==> config.mk <==
export PLATFORM = sky130hd
export DESIGN_NAME = pin_entry_controller
export DESIGN_NICKNAME = d
export VERILOG_FILES = /design/src/rtl/pin_entry_pkg.sv /design/src/rtl/pin_entry_timeout_counter.sv /design/src/rtl/pin_entry_controller.sv
export SDC_FILE = /design/constraint.sdc
export NUM_CORES = 1
export LEC_CHECK = 0
export ABC_AREA = 1
export BUFFER_PORTS_ARGS = -buffer_cell sky130_fd_sc_hd__buf_4
export CAP_MARGIN = 20
export CORE_ASPECT_RATIO = 0.7
export CORE_UTILIZATION = 43
export DETAILED_ROUTE_END_ITERATION = 10
export GPL_TIMING_DRIVEN = 0
export MAX_ROUTING_LAYER = met4
export SKIP_CTS_REPAIR_TIMING = 1
export SLEW_MARGIN = 20
export SYNTH_ARGS = -nofsm -noshare
export SYNTH_HDL_FRONTEND = slang
export SYNTH_SLANG_ARGS = --single-unit
==> constraint.sdc <==
create_clock -name clk -period 1.8 [get_ports clk]
set_input_delay 0.36 -clock clk [delete_from_list [all_inputs] [get_ports clk]]
set_output_delay 0.36 -clock clk [all_outputs]
set_load 0.1 [all_outputs]
==> src/rtl/pin_entry_pkg.sv <==
// pin_entry_pkg: key codes, FSM state type and PIN width shared by the PIN entry block
package pin_entry_pkg;
  localparam logic [3:0] KEY_CLEAR     = 4'hA;
  localparam logic [3:0] KEY_ENTER     = 4'hB;
  localparam logic [3:0] KEY_BACKSPACE = 4'hC;
  localparam int PIN_DIGITS = 4;
  typedef enum logic [1:0] {IDLE, COLLECT, FULL, SEND} state_e;
endpackage

==> src/rtl/pin_entry_timeout_counter.sv <==
// pin_entry_timeout_counter: idle-cycle counter that flags expiry at TIMEOUT_CYCLES-1
module pin_entry_timeout_counter #(
  parameter int TIMEOUT_CYCLES = 1000
) (
  input  logic clk,
  input  logic clear,
  input  logic enable,
  output logic expired
);
  localparam int W = $clog2(TIMEOUT_CYCLES);
  logic [W-1:0] cnt_q;
  // count while enabled; clear has priority and also serves as reset
  always_ff @(posedge clk)
    cnt_q <= clear ? '0 : enable ? cnt_q + 1'b1 : cnt_q;
  assign expired = enable && (cnt_q == W'(TIMEOUT_CYCLES - 1));
endmodule

==> src/rtl/pin_entry_controller.sv <==
// pin_entry_controller: keypad PIN collector with ready/valid hand-off; BACKSPACE enabled by PIN_ENTRY_BACKSPACE_EN
module pin_entry_controller
  import pin_entry_pkg::*;
#(
  parameter int TIMEOUT_CYCLES = 1000
) (
  input  logic        clk,
  input  logic        reset_n,
  input  logic        key_valid,
  input  logic [3:0]  key_code,
  output logic [15:0] pin_out,
  output logic        pin_valid,
  input  logic        pin_ready,
  output logic [2:0]  digit_count,
  output logic        key_error,
  output logic        entry_timeout
);
  state_e      state_q, state_d;
  logic [15:0] pin_q, pin_d;
  logic [2:0]  cnt_q, cnt_d;
  logic        valid_q, valid_d, err_q, err_d, tmo_q, tmo_d;
  logic        accept, expired, active;
  assign active = (state_q == COLLECT) || (state_q == FULL);
  pin_entry_timeout_counter #(.TIMEOUT_CYCLES(TIMEOUT_CYCLES)) u_tmo (
    .clk    (clk),
    .clear  (!reset_n || accept || !active),
    .enable (active),
    .expired(expired)
  );
  // key decode, hand-off and timeout; accepted keys beat a same-cycle expiry
  always_comb begin
    state_d = state_q;
    pin_d   = pin_q;
    cnt_d   = cnt_q;
    valid_d = valid_q;
    err_d   = 1'b0;
    tmo_d   = 1'b0;
    accept  = 1'b0;
    if (key_valid) begin
      if (key_code <= 4'd9 && (state_q == IDLE || state_q == COLLECT)) begin
        accept  = 1'b1;
        pin_d   = {pin_q[11:0], key_code};
        cnt_d   = cnt_q + 3'd1;
        state_d = (cnt_q == 3'(PIN_DIGITS - 1)) ? FULL : COLLECT;
      end else if (key_code == KEY_ENTER && state_q == FULL) begin
        accept  = 1'b1;
        state_d = SEND;
        valid_d = 1'b1;
      end else if (key_code == KEY_CLEAR && state_q != SEND) begin
        accept  = 1'b1;
        pin_d   = '0;
        cnt_d   = '0;
        state_d = IDLE;
      end
`ifdef PIN_ENTRY_BACKSPACE_EN
      else if (key_code == KEY_BACKSPACE && active) begin
        accept  = 1'b1;
        pin_d   = {4'h0, pin_q[15:4]};
        cnt_d   = cnt_q - 3'd1;
        state_d = (cnt_q == 3'd1) ? IDLE : COLLECT;
      end
`endif
      else err_d = 1'b1;
    end
    if (state_q == SEND && valid_q && pin_ready) begin
      state_d = IDLE;
      pin_d   = '0;
      cnt_d   = '0;
      valid_d = 1'b0;
    end
    if (expired && !accept) begin
      state_d = IDLE;
      pin_d   = '0;
      cnt_d   = '0;
      tmo_d   = 1'b1;
    end
  end
  // state and registered outputs
  always_ff @(posedge clk) begin
    if (!reset_n) begin
      state_q <= IDLE;
      pin_q   <= '0;
      cnt_q   <= '0;
      valid_q <= 1'b0;
      err_q   <= 1'b0;
      tmo_q   <= 1'b0;
    end else begin
      state_q <= state_d;
      pin_q   <= pin_d;
      cnt_q   <= cnt_d;
      valid_q <= valid_d;
      err_q   <= err_d;
      tmo_q   <= tmo_d;
    end
  end
  assign pin_out       = pin_q;
  assign pin_valid     = valid_q;
  assign digit_count   = cnt_q;
  assign key_error     = err_q;
  assign entry_timeout = tmo_q;
endmodule

Word level (Yosys, flattened, before mapping)
Index checks and enable logic that the tools add are counted.

$add $sub $neg: 2. Reduce and logical (&&, ||, !) cells: 23. Magnitude comparators: 1. Bitwise logic cells: 3. Eq/ne operators: 9. Muxes and demuxes: 16.

Operator list (count): $mux W16 (3); $add A10 B1 Y10 const B (1); $eq A10 B10 Y1 const B (1); $mux W3 (3); $eq A4 B4 Y1 const B (2); $mux W2 (4); $logic_and A1 B1 Y1 (7); $mux W1 (6); $reduce_and A3 Y1 (2); $eq A2 B2 Y1 const B (2); $le A4 B4 Y1 const B (1); $logic_or A1 B1 Y1 (4); $ne A2 B2 Y1 const B (2); $reduce_or A4 Y1 (1); $add A3 B1 Y3 const B (1); $eq A3 B2 Y1 const B (1); $logic_not A1 Y1 (3); $not A1 Y1 (3); $reduce_bool A3 Y1 (1); $reduce_or A3 Y1 (1); $eq A2 B1 Y1 const B (1); $logic_not A2 Y1 (1); $reduce_and A2 Y1 (1); $reduce_bool A2 Y1 (1); $reduce_or A2 Y1 (1).

Output and inout bits: 22. Input port bits: 8. Logic and storage cells: 61. Register bits after elaboration: 34.

Longest topological paths before layout
Depth after elaboration: 9. Depth in mapped cells: 10. Gate-level depth less buffers: 10.

Modules after synthesis
A second synthesis with hierarchy kept.

Cells, all modules: 186. Area, all modules: 1520.2 um^2.

Modules (own cells, without submodules): pin_entry_controller (area each 1051.0 um^2, sequential area each 480.5 um^2, cells an instance 118, instances 1); pin_entry_timeout_counter (area each 469.2 um^2, sequential area each 200.2 um^2, cells an instance 68, instances 1).

Worst setup path before layout
OpenSTA, ideal clock, no wires.

Path kind: register -> register. From: register cnt_q[1], in the netlist digit_count[1]. To: register state_q[0]. Clock period less this slack: 1.849 ns. Cell stages (with the launch flop): 10. Library setup time: 0.113 ns. Path buffers: 0. Data arrival time: 1.736 ns. Required time: 1.687 ns. Setup slack: -0.049 ns. Cell sequence: dfxtp_1 > ha_1 > ha_1 > inv_1 > nand3_1 > nand2_1 > nand3_1 > nand2_1 > inv_1 > nor2_2.

Cells in the longest elaborated chain, start to end: 3.

RTL lines: from (decl) (RTL line pin_entry_controller.sv:20) `logic [2:0] cnt_q, cnt_d;`; from (signal assigned) (RTL line pin_entry_controller.sv:90) `cnt_q <= cnt_d;`; $eq A3 B2 Y1 (RTL line pin_entry_controller.sv:44) `state_d = (cnt_q == 3'(PIN_DIGITS - 1)) ? FULL : COLLECT;`; $mux W2 (RTL line pin_entry_controller.sv:44); $mux W2 (RTL line pin_entry_controller.sv:40) `if (key_code <= 4'd9 && (state_q == IDLE || state_q == COLLECT)) begin`; to (signal assigned) (RTL line pin_entry_controller.sv:88) `state_q <= state_d;`; to (decl) (RTL line pin_entry_controller.sv:18) `state_e state_q, state_d;`.

Every way passes these cells. A chain may end at the register's enable or synchronous reset.

Worst setup path after layout
From: register state_q[1]. To: register pin_q[14], in the netlist pin_out[14].

Cells in the longest elaborated chain, start to end: 9. Elaborated cells between the ends (all ways): 24. Classes of those cells: 5 x eq/ne; 5 x mux; 14 x reduce/logical.

RTL lines: $ne A2 B2 Y1 (RTL line pin_entry_controller.sv:49) `end else if (key_code == KEY_CLEAR && state_q != SEND) begin`; $logic_and A1 B1 Y1 (RTL line pin_entry_controller.sv:49); $mux W1 (RTL line pin_entry_controller.sv:49); $mux W1 (RTL line pin_entry_controller.sv:45) `end else if (key_code == KEY_ENTER && state_q == FULL) begin`; $mux W1 (RTL line pin_entry_controller.sv:40); $mux W1 (RTL line pin_entry_controller.sv:39) `if (key_valid) begin`; $logic_not A1 Y1 (RTL line pin_entry_controller.sv:71) `if (expired && !accept) begin`; $logic_and A1 B1 Y1 (RTL line pin_entry_controller.sv:71); $reduce_or A3 Y1 (no line); to (signal assigned) (RTL line pin_entry_controller.sv:89) `pin_q <= pin_d;`; to (decl) (RTL line pin_entry_controller.sv:19) `logic [15:0] pin_q, pin_d;`.

Several ways; a longest one is shown, not always the timed one.

==> qor.csv <==
metric,value,unit
outcome,completed,
fraction of registers with async set or reset after synthesis,0,%
Die Wd,73.3,µm
largest net degree at the start of global routing,12,
FF/Latch Area,686,µm²
CTS max path bufs,2,
Layout Cells excl Fill,260,
# IOs,30,
"top cells by area, synth","dfxtp_1, a22oi_1, nor2_1",
R2R depth,10,
Ant. Diodes,0,
Clock Sink Count,34,
"most used cell, CP",nand2_4,
Post-Route WL,3100,µm
Syn Inst Count,176,
Core Box Area,0.00328,mm²
reg2reg start,state_q[1]$_SDFFE_PP0P_,
Netlist cell types,26,
most common cell in the netlist,dfxtp_1,
crit-path cells,inv_1 -> ha_1 -> or2_4 -> nand2_4 -> nand3_2 -> nand2_4 -> nand2_4 -> nand2_4 -> buf_6 -> nor2_2,
Yosys top cell area share,44.5,%
Ys Warns,0,
IO Port Bufs,29,
crit path from,state_q[1]$_SDFFE_PP0P_,
Post-synth top cells,"dfxtp_1, nor2_1, inv_1",
1st-pass router iterations,4,
via total after detailed routing,1257,
initial antenna violation count,0,
WL per Instance,11.9,µm
multi-input logic area,754,µm²
Post-synth top flop,dfxtp_1,
die height,51.9,µm
reg2reg setup slack,100,ps
final setup vio count,0,
gpl congestion,0.875,
Fin. Hold Viols,0,
post-route setup TNS,0,ps
"Reg clk slew, reported paths",70,ps
required time worst endpoint,1970,ps
Final WS setup,103,ps
"Slew Viols, Final",0,
Filler cells,331,
GRT Total Usage,17.9,%
hpwl dp,2370,µm
Starting Density,46.7,%
reg-to-reg endpoint,pin_out[14]$_SDFFE_PP0P_,
Hold Startpoint,reset_n,
part of the cycle the worst path needs,94.3,%
unrepaired setup endpoints after global routing,false,
drt first-iter violations,40,
"EDFF count, synth",0,
Final #Nets,227,
post-place setup slack,85.2,ps
sequential area share after synthesis,44.5,%
num rows,17,
max-cap violations,0,
"critical path fanouts, max",10,
fraction of layout instances using a drive strength above 1,32.9,%
cell total after placement,252,
Worst slew margin,81.4,%
grt total ovfl,0,
Die ar.,0.00381,mm²
Layout area overhead,25.8,%
global-route wire length before repair,4860,µm
f_max,589,MHz
residual DRC count,0,
ANT nets after route,0,
synthesized flop and latch total,34,
Layout Skew,7.57,ps
Worst VDD drop,0.000559,V
final core occ,58.7,%
WHS,363,ps
H-tree Lvls,2,
slowest CP cell,dfxtp_2,
syn nets,191,
clk_lat worst skew,280,ps
Startpoint Class,flip-flop,
Power per Cell Area,839,mW/mm²
Slew @ Worst Pin,281,ps
Leakage,0.814,nW
clock buffer count from CTS,5,
WS Path Type,flip-flop to flip-flop,
crit end category,flip-flop,
Hold Crit Class,input port to flip-flop,
Root Buffer,clkbuf_8,
Worst Setup EP,pin_out[14]$_SDFFE_PP0P_,
Synth Cell Area,0.00153,mm²
Yosys top cell by area,dfxtp_1,
Final Critical Period,1700,ps
Via density,4.83,
Critical Path AT,1870,ps
vias in the first global route,1094,
CP max stage delay,350,ps
"Avg Cell Area, Syn",8.69,µm²
CTS tree,built,
## power breakdown
part	internal, mW	total, mW	switching, mW	leakage, nW
Clock	0.307	0.579	0.271	0.0472
Sequential	0.768	0.780	0.0121	0.277
Combinational	0.0731	0.256	0.183	0.490
Total	1.15	1.61	0.466	0.814
## area by class of cell
cell class | instances | area share, %
plain buffers | 4 | 2.15
clock buffers | 6 | 4.29
clock inverters | 2 | 0.650
inverters | 19 | 3.71
multi-input cells | 119 | 39.2
flip-flops and latches | 34 | 35.6
well taps | 47 | 3.06
repair buffers | 29 | 11.3
## worst min path at each step
stage,cells past startpoint,to,slack [ps]
final,3,entry_timeout$_SDFF_PN0_,360
after global routing,3,pin_out[3]$_SDFFE_PP0P_,360
after CTS,3,pin_out[0]$_SDFFE_PP0P_,360
after detailed placement,1,u_tmo.cnt_q[0]$_SDFFE_PP0P_,440
after global placement,1,u_tmo.cnt_q[0]$_SDFFE_PP0P_,430
after floorplan,1,u_tmo.cnt_q[0]$_SDFFE_PP0P_,420
## flip-flops by register name, summed over array words and instances, names as in the netlist
register,cells
digit_count,3
entry_timeout,1
key_error,1
pin_out,16
pin_valid,1
state_q,2
u_tmo.cnt_q,10
## worst max-delay path: cells and delay by family (launching register included)
family	cells	cell delay (ps)
flip-flops	1	350
adder cells (fa/ha/maj)	1	180
AND/OR/NAND/NOR	7	800
buffers and inverters	2	250
## per-layer routing
layer  vias to the layer above  wire length (µm)  track usage (%)
met3                         5               149             5.23
met4                         0                38             7.69
met5                         -                 0                -
li1                        645                 -                -
met1                       580              1710             24.9
met2                        27              1200             23.9
## placed cells by master, fill, tap and decap left out, drive strengths merged, types with 4 or more instances in the layout
| cell type | n |
|---|---|
| a21oi | 4 |
| a22oi | 17 |
| buf | 32 |
| clkbuf | 7 |
| dfxtp | 34 |
| ha | 7 |
| inv | 19 |
| nand2 | 23 |
| nand3 | 10 |
| nor2 | 41 |
## per-stage QoR
stage | power, mW | cell area, µm²
6_report | 1.61 | 1920
5_1_grt | 1.68 | 1920
4_1_cts | 1.63 | 1900
3_5_place_dp | 1.05 | 1810
3_3_place_gp | 1.05 | 1810
2_1_floorplan | 0.988 | 1530
## logic make-up (layout without fill, tap and decap cells)
group	Yosys count	in the layout	share of synthesized area, %
and+or+nand+nor	82	82	27.6
DFF	34	34	44.5
AOI/OAI and AO/OA	24	24	11.4
buffers and inverters	23	60	7.36
adders and majority gates	7	7	5.72
xor gates and xnor gates	6	6	3.43
(Power assumes the default switching activity.)
